**src/rtl/rv32_pkg.sv**
```systemverilog
// rv32_pkg: shared RV32 constants for the fetch front end and decode controller
package rv32_pkg;
  localparam int XLEN = 32;
  localparam logic [6:0] OPC_LOAD   = 7'b0000011;
  localparam logic [6:0] OPC_STORE  = 7'b0100011;
  localparam logic [6:0] OPC_BRANCH = 7'b1100011;
  localparam logic [6:0] OPC_OP     = 7'b0110011;
  localparam logic [6:0] OPC_OP_IMM = 7'b0010011;
  localparam logic [XLEN-1:0] NOP   = 32'h0000_0013;
endpackage

```
**src/rtl/fetch_buf.sv**
```systemverilog
// fetch_buf: 2-entry {pc, inst} FIFO whose head entry is the registered output
module fetch_buf
  import rv32_pkg::*;
(
  input  logic            clk,
  input  logic            rst,
  input  logic            push,
  input  logic            pop,
  input  logic            flush,
  input  logic [XLEN-1:0] push_pc,
  input  logic [XLEN-1:0] push_inst,
  output logic [1:0]      count,
  output logic [XLEN-1:0] head_pc,
  output logic [XLEN-1:0] head_inst
);
  logic [XLEN-1:0] tail_pc, tail_inst;
  logic [1:0] keep;
  // occupancy left after this cycle's pop decides where a push lands
  always_comb keep = count - {1'b0, pop && count != 2'd0};
  // head shifts up from tail on pop; push fills the first free slot
  always_ff @(posedge clk) begin
    if (rst) begin
      count <= 2'd0;
      head_pc <= '0;
      head_inst <= '0;
      tail_pc <= '0;
      tail_inst <= '0;
    end else if (flush) begin
      count <= 2'd0;
    end else begin
      assert (!(push && keep == 2'd2)) else $error("fetch_buf overflow");
      count <= keep + {1'b0, push};
      if (pop && count == 2'd2) begin
        head_pc <= tail_pc;
        head_inst <= tail_inst;
      end
      if (push && keep == 2'd0) begin
        head_pc <= push_pc;
        head_inst <= push_inst;
      end
      if (push && keep == 2'd1) begin
        tail_pc <= push_pc;
        tail_inst <= push_inst;
      end
    end
  end
endmodule

```
**src/rtl/inst_fetch.sv**
```systemverilog
// inst_fetch: RV32 fetch front end owning the PC, with buffered output and branch redirect
module inst_fetch
  import rv32_pkg::*;
#(
  parameter logic [XLEN-1:0] RESET_PC = 32'h0000_0000,
  parameter int IMEM_AW = 14
) (
  input  logic               clk,
  input  logic               rst,
  output logic               imem_en,
  output logic [IMEM_AW-1:0] imem_addr,
  input  logic [XLEN-1:0]    imem_rdata,
  output logic [XLEN-1:0]    inst,
  output logic [XLEN-1:0]    inst_pc,
  output logic               inst_valid,
  input  logic               inst_ready,
  input  logic               redirect,
  input  logic [XLEN-1:0]    redirect_pc,
  output logic               fault
);
  logic [XLEN-1:0] pc, fl_pc, fetch_pc;
  logic fl, fl_epoch, epoch, pop, push, issue, aligned;
  logic [1:0] count;
  // redirect overrides normal issue and kills the response returning this cycle
  always_comb begin
    pop = inst_valid && inst_ready;
    aligned = redirect_pc[1:0] == 2'b00;
    push = fl && !redirect && fl_epoch == epoch;
    issue = !rst && (redirect ? aligned
          : !fault && ({1'b0, count} + {2'b0, fl} - {2'b0, pop}) <= 3'd1);
    fetch_pc = redirect ? redirect_pc : pc;
  end
  assign imem_en = issue;
  assign imem_addr = fetch_pc[IMEM_AW+1:2];
  assign inst_valid = count != 2'd0;
  // PC, single in-flight read tag, epoch and sticky misalignment fault
  always_ff @(posedge clk) begin
    if (rst) begin
      pc <= RESET_PC;
      fl <= 1'b0;
      fl_pc <= '0;
      fl_epoch <= 1'b0;
      epoch <= 1'b0;
      fault <= 1'b0;
    end else begin
      fl <= issue;
      if (issue) begin
        fl_pc <= fetch_pc;
        fl_epoch <= epoch ^ redirect;
        pc <= fetch_pc + 32'd4;
      end
      if (redirect) begin
        epoch <= !epoch;
        fault <= !aligned;
      end
    end
  end
  fetch_buf u_buf (
    .clk(clk),
    .rst(rst),
    .push(push),
    .pop(pop),
    .flush(redirect),
    .push_pc(fl_pc),
    .push_inst(imem_rdata),
    .count(count),
    .head_pc(inst_pc),
    .head_inst(inst)
  );
endmodule

```
**config.mk**
```make
export PLATFORM = sky130hd
export DESIGN_NAME = inst_fetch
export DESIGN_NICKNAME = d
export VERILOG_FILES = /design/src/rtl/rv32_pkg.sv /design/src/rtl/fetch_buf.sv /design/src/rtl/inst_fetch.sv
export SDC_FILE = /design/constraint.sdc
export NUM_CORES = 1
export LEC_CHECK = 0
export CAP_MARGIN = 20
export CORE_UTILIZATION = 48
export CTS_CLUSTER_DIAMETER = 40
export DETAILED_ROUTE_END_ITERATION = 10
export PLACE_DENSITY = 0.76
export SLEW_MARGIN = 15
export SYNTH_ARGS = -nofsm -noshare
export SYNTH_HDL_FRONTEND = slang
export SYNTH_SLANG_ARGS = --single-unit
```
**constraint.sdc**
```tcl
create_clock -name clk -period 3.32 [get_ports clk]
set_input_delay 0.498 -clock clk [delete_from_list [all_inputs] [get_ports clk]]
set_output_delay 0.498 -clock clk [all_outputs]
set_load 0.03 [all_outputs]
```
==> impl_metrics.py, run 1 <==
metrics = {
    "status": {
        "status": "completed",
    },
    "worst_setup_path": {
        "required_ns": 2.82,
        "critPathLaunch": "u_buf.count[1]$_SDFF_PP0_",
        "cp_max_fo": 4,
        "startpoint_type": "register",
        "path_cells": "inv_1 > nand2_1 > and2_1 > ha_4 > inv_2 > ha_1 > inv_1 > fa_2 > a31o_4 > nand2_2 > inv_2 > buf_4",
        "path_class": "reg2out",
        "slowest_stage": "fa_2",
        "cp_top_family": "adder cells",
        "crit_buf_inv": 5,
        "rr_endpoint": "pc[26]$_SDFFE_PP0P_",
        "regToRegStartpoint": "u_buf.count[1]$_SDFF_PP0_",
        "max_stage_delay_ns": 0.46,
        "reg2reg_depth": 12,
        "r2r_slack_ns": 0.57,
        "cp.arrival_ns": 2.70,
        "end_kind": "primary output",
    },
    "sta": {
        "tns_ns": 0,
        "skew_ns": 0.00888,
        "finalCriticalPeriod_ns": 3.20,
        "hold_viol": 0,
        "slew-limit-headroom_pct": 49.7,
        "finalSetupViolCount": 0,
        "period_share_pct": 96.5,
        "max_freq_mhz": 312,
        "maxSlewViolCount": 0,
        "holdWs_ns": 0.452,
        "worst_slew_pin_slew_ns": 0.754,
    },
    "clock_tree": {
        "clkTransAtPathRegs_ns": 0.07,
        "cts_tree": "done",
        "post_cts_buffers": 0,
        "cts-hold-fix-buffers": 0,
        "cts_max_path_buffers": 2,
        "cts-htree-levels": 4,
        "cts_num_sinks": 196,
        "cts-buffers-inserted": 17,
        "clk_latency_ns": 0.43,
        "cts-root-buf": "clkbuf_16",
    },
    "hold_path": {
        "min_from": "u_buf.tail_pc[12]$_SDFFE_PP0P_",
        "whs_path_depth": 2,
        "hold_end": "u_buf.tail_pc[12]$_SDFFE_PP0P_",
        "hold_class": "reg2reg",
    },
    "finish": {
        "utilization_pct": 62.8,
        "fillers": 1524,
        "seqCellArea_um2": 3930,
        "multiInputGateArea_um2": 4290,
        "nets": 1185,
        "syn_to_final_growth_pct": 26.6,
        "drive_gt1_share_pct": 8.81,
        "antennaDiodeCount": 0,
    },
    "placed_design": {
        "hpwlAfterDp_um": 13900,
        "gp_congestion": 0.859,
        "portBuffers": 148,
    },
    "synth": {
        "synth_compound_area_share_pct": 16.2,
        "ys.flop_type": "dfxtp_1",
        "synthSimpleGateAreaFrac_pct": 19.0,
        "yosysWarnings": 0,
        "ys_ff_latch": 196,
        "synth_top_family_by_area": "simple AND/OR/NAND/NOR gates",
        "synth_fa_ha_area_share_pct": 0.956,
        "synth.distinct_cells": 55,
        "synthCells": 999,
        "syn-num-nets": 1073,
        "synth_edf_count": 0,
        "netlist_area_um2": 8640,
        "synthArstFlopShare_pct": 0,
        "synth.area.mux_share_pct": 10.9,
        "seq_area_frac_synth_pct": 45.4,
        "synth.avg_cell_area_um2": 8.65,
        "synth-xor-area-share_pct": 1.82,
    },
    "drt": {
        "avgRoutedWirePerCell_um": 15.0,
        "drt_iter0_markers": 456,
        "wl_um": 20200,
        "detail-route-antenna-nets": 0,
        "remaining_drc_errors": 0,
        "routed.top_layer": "met4",
        "route.met2.wl_um": 8820,
        "wl_met3_um": 1130,
        "vias_per_cell": 5.39,
        "num_vias": 7266,
        "met1_length_um": 9980,
        "first_pass_iters": 5,
    },
    "power": {
        "p_leak_nw": 3.71,
        "total_power_w": 0.00525,
        "peakVddDrop_v": 0.000364,
        "powerDensity_nw_per_um2": 480,
    },
    "die": {
        "dieWidth_um": 136,
        "ios": 149,
        "initial_utilization_pct": 49.6,
        "placementRows": 48,
        "dieArea_um2": 18500,
        "core_area_um2": 17400,
        "die_height_um": 136,
    },
    "global_routing": {
        "grt_first_pass_wirelength_um": 32400,
        "grt_util_all_layers_pct": 22.0,
        "antenna_found_initial": 0,
        "grt_overflow": 0,
        "grt_max_degree": 73,
        "grt_pass1_vias": 6435,
    },
    "run": {
        "maxCapViolCount": 0,
    },
}
==> per-stage QoR <==
stage | cell area (um2) | setup WS (ns) | cells
final | 10900 | 0.117 | 1349
after global routing | 10900 | -0.00199 | 1349
after CTS | 10900 | 0.0507 | 1349
after detailed placement | 10400 | -0.0362 | 1317
after global placement | 10400 | 0.0369 | 1317
after floorplan | 8640 | 0.0365 | 999
==> worst max path at each step <==
stage / endpoint / cells past startpoint
3_3_place_gp: imem_en / 12
4_1_cts: imem_en / 13
5_1_grt: imem_en / 12
6_report: imem_en / 12
3_5_place_dp: imem_en / 12
2_1_floorplan: imem_en / 13
==> Yosys cell counts (all sizes together), types with 4 or more instances <==
cell    number  share of area [%]
nand2      162                7.1
nand4       12               0.94
buf         41                2.8
nand3       18                1.1
o21ai       10               0.58
nor2       117                5.1
or4          6               0.52
a31oi        7               0.51
nand3b       4               0.49
xnor2       13                1.3
ha           5               0.72
clkbuf      50                2.2
nor3        16               0.93
nand4b       4               0.75
and2         7               0.51
inv         16               0.70
nor4         4               0.36
mux2i       86                 10
mux2         7               0.91
a21oi       85                4.9
o31ai        4               0.35
dfxtp      196                 45
xor2         5               0.51
a211oi      95                8.4
==> logic make-up (layout without fill, tap and decap cells) <==
kind of cell | count (synthesis) | after routing
and+or+nand+nor | 364 | 364
AOI/OAI and AO/OA | 215 | 215
DFF | 196 | 196
buffers and inverters | 107 | 232
muxes | 93 | 93
xor gates and xnor gates | 18 | 18
adders and majority gates | 6 | 6
==> layer usage <==
| layer | global-route usage [%] | up-vias |
|---|---|---|
| li1 | - | 3714 |
| met1 | 32.2 | 3313 |
| met2 | 32.5 | 219 |
| met3 | 3.39 | 20 |
| met4 | 7.53 | 0 |
| met5 | 0 | - |
==> repair_timing <==
| action | CTS | global route |
|---|---|---|
| endpoints found under the hold margin | 0 | 0 |
| resized for setup | 4 | 4 |
| gates cloned | 0 | 0 |
| endpoints found under the setup margin | 1 | 1 |
| pin swaps | 0 | 1 |
==> report_power, final <==
part	internal (W)	switching, W
registers	0.00246	0.0000859
logic	0.000360	0.000459
clock network	0.00100	0.000883
==> tightest hold or removal path: stages, from the launching register on <==
cell and delay, ns:
dfxtp_1 0.31, nand2_1 0.05, a21oi_1 0.05
==> registers in the layout, summed over array words and instances (netlist names) <==
name,count
epoch,1
fl,1
u_buf.tail_inst,32
u_buf.head_pc,32
u_buf.tail_pc,32
fl_epoch,1
u_buf.head_inst,32
fl_pc,30
u_buf.count,2
pc,32
fault,1
==> layout by cell type, fill, tap and decap left out, types with 7 or more instances in the layout <==
cell	synthesis	final
mux2_2	7	7
clkdlybuf4s50_1	0	145
and2_1	7	7
nand3_1	17	17
buf_4	16	29
nand2_1	161	160
nor2_1	117	116
dfxtp_1	196	195
buf_12	0	8
clkbuf_16	0	17
nand4_1	11	11
xnor2_1	13	12
a211oi_1	94	94
a21oi_1	85	85
mux2i_1	86	86
o21ai_0	8	8
nor3_1	16	16
inv_1	16	14
==> layout make-up <==
cell class,instances,share of cell area [%]
clock inverter,11,0.720
timing repair buffer,184,16.9
clock buffer,21,4.21
tap,225,2.57
inverter,16,0.549
sequential,196,35.9
multi-input combinational,696,39.2
Power figures use the tool's default switching activity.
==> inputs of run 2 (changes only) <==
==> constraint.sdc (replaced) <==
create_clock -name clk -period 3.32 [get_ports clk]
set_input_delay 0.664 -clock clk [delete_from_list [all_inputs] [get_ports clk]]
set_output_delay 0.664 -clock clk [all_outputs]
set_load 0.03 [all_outputs]
==> impl_metrics.py, run 2 (same netlist as run 1, synthesis figures left out) <==
metrics = {
    "status": {
        "status": "completed",
    },
    "finish": {
        "design_area_um2": 11000,
        "layout_common_cells": "195 x dfxtp_1, 160 x nand2_1, 144 x clkdlybuf4s50_1",
        "syn_to_final_growth_pct": 27.8,
        "final_common_cell": "dfxtp_1",
        "nets": 1195,
        "antennaDiodeCount": 0,
        "drive_gt1_share_pct": 9.71,
    },
    "hold_path": {
        "hold_end": "u_buf.tail_inst[4]$_SDFFE_PP0P_",
        "hold_class": "reg2reg",
        "min_from": "u_buf.tail_inst[4]$_SDFFE_PP0P_",
        "whs_path_depth": 2,
    },
    "drt": {
        "avgRoutedWirePerCell_um": 14.8,
        "wl_um": 20100,
        "detail-route-antenna-nets": 0,
        "num_vias": 7225,
        "vias_per_cell": 5.32,
        "first_pass_iters": 5,
        "remaining_drc_errors": 0,
        "drt_iter0_markers": 471,
    },
    "die": {
        "dieArea_um2": 18500,
        "core_area_um2": 17400,
        "dieWidth_um": 136,
        "initial_utilization_pct": 49.6,
        "ios": 149,
        "placementRows": 48,
        "die_height_um": 136,
    },
    "worst_setup_path": {
        "required_ns": 2.66,
        "crit_buf_inv": 5,
        "cp_max_fo": 2,
        "path_class": "in2out",
        "slowest_stage": "fa_2",
        "end_kind": "primary output",
        "reg2reg_depth": 14,
        "critPathLaunch": "inst_ready",
        "r2r_slack_ns": 0.53,
        "cp.arrival_ns": 2.57,
        "path_cells": "dlygate4sd2_1 > and2_4 > ha_4 > inv_2 > ha_2 > inv_2 > fa_2 > xnor2_2 > a31o_4 > nand2_2 > inv_2 > buf_4",
        "startpoint_type": "input port",
        "regToRegStartpoint": "u_buf.count[1]$_SDFF_PP0_",
        "cp_common_cell": "inv_2",
        "max_stage_delay_ns": 0.35,
        "rr_endpoint": "pc[22]$_SDFFE_PP0P_",
        "cp_top_family": "adder cells",
    },
    "sta": {
        "slew-limit-headroom_pct": 42.4,
        "hold_viol": 0,
        "period_share_pct": 97.3,
        "rsz0062_at_grt": "no",
        "finalSetupViolCount": 0,
        "worst_slew_pin_slew_ns": 0.865,
        "maxSlewViolCount": 0,
        "skew_ns": 0.00732,
        "tns_ns": 0,
        "finalCriticalPeriod_ns": 3.23,
        "finalWorstSetupSlack_ns": 0.0897,
        "max_freq_mhz": 310,
    },
    "clock_tree": {
        "cts_max_path_buffers": 2,
        "cts-htree-levels": 4,
        "cts-root-buf": "clkbuf_16",
        "clk_latency_ns": 0.42,
        "cts_num_sinks": 196,
        "cts-buffers-inserted": 17,
        "clkTransAtPathRegs_ns": 0.06,
        "cts_tree": "done",
    },
    "global_routing": {
        "use_met2_pct": 33.6,
        "grt_overflow": 0,
        "grt_first_pass_wirelength_um": 33000,
        "gr-usage-met1_pct": 32.3,
        "antenna_found_initial": 0,
        "grt_busiest_layer": "met2",
        "gr-usage-met3_pct": 3.88,
        "grt_pass1_vias": 6503,
        "grt_util_all_layers_pct": 22.4,
        "grt_max_degree": 188,
    },
    "placed_design": {
        "post-place-ws_ns": -0.244,
        "gp_congestion": 0.876,
        "hpwlAfterDp_um": 13700,
        "dpl_cell_area_um2": 10500,
        "portBuffers": 148,
    },
    "power": {
        "peakVddDrop_v": 0.000395,
        "powerDensity_nw_per_um2": 474,
        "p_leak_nw": 3.76,
    },
    "run": {
        "maxCapViolCount": 0,
    },
}
-- run 2: changes by cell type in the layout (fill, tap and decap cells not counted), sizes merged --
cell,before,now
dlygate4sd2,0,1
clkinv,8,5
clkinvlp,2,3
clkbuf,21,23
buf,39,49
clkdlybuf4s50,145,144
inv,17,16
-- run 2: worst max path at each step --
stage,endpoint,depth (start not counted)
floorplan,imem_en,13
global placement,imem_en,12
detailed placement,imem_en,12
CTS,imem_en,13
global route,imem_en,13
finish,imem_en,12
-- run 2: what timing repair did --
action / CTS / global route
hold buffers: 0 / 0
gates resized for setup: 11 / 2
endpoints found under the setup margin: 1 / 1
setup buffers: 0 / 1
pin swaps: 4 / 3
-- run 2: power breakdown --
part           total (W)  leakage [nW]  switching, W  internal, W
sequential       0.00255          1.59     0.0000836      0.00246
combinational   0.000831          1.92      0.000461     0.000371
clock            0.00185         0.249      0.000860     0.000993
total            0.00523          3.76       0.00140      0.00383
-- run 2: tightest hold or removal path: cells and delay by family, from the launching register on --
kind	cells	cell delay [ns]
AND/OR/NAND/NOR	1	0.05
AO/OA/AOI/OAI	1	0.05
flip-flops	1	0.31
-- run 2: metrics by stage --
step	total power (W)	hold WS [ns]	std cells	utilization (%)
floorplan	0.00309	0.431	999	-
global placement	0.00341	0.438	1326	60.1
detailed placement	0.00342	0.446	1326	60.1
CTS	0.00527	0.455	1357	63.3
global route	0.00544	0.468	1358	63.4
finish	0.00523	0.453	1358	63.4
-- run 2: per-layer routing --
metal	up-vias	wire length, um
met1	3278	10200
li1	3735	-
met4	0	324
met2	188	8690
met5	-	0
met3	24	942
-- run 2: layout make-up --
type,count,area [um2]
fillers,1502,6380
multi-input cells,696,4290
flip-flops and latches,196,3930
repair buffers,194,1960
clock buffers,23,468
well taps,225,282
inverters,16,60.1
clock inverters,8,55.1
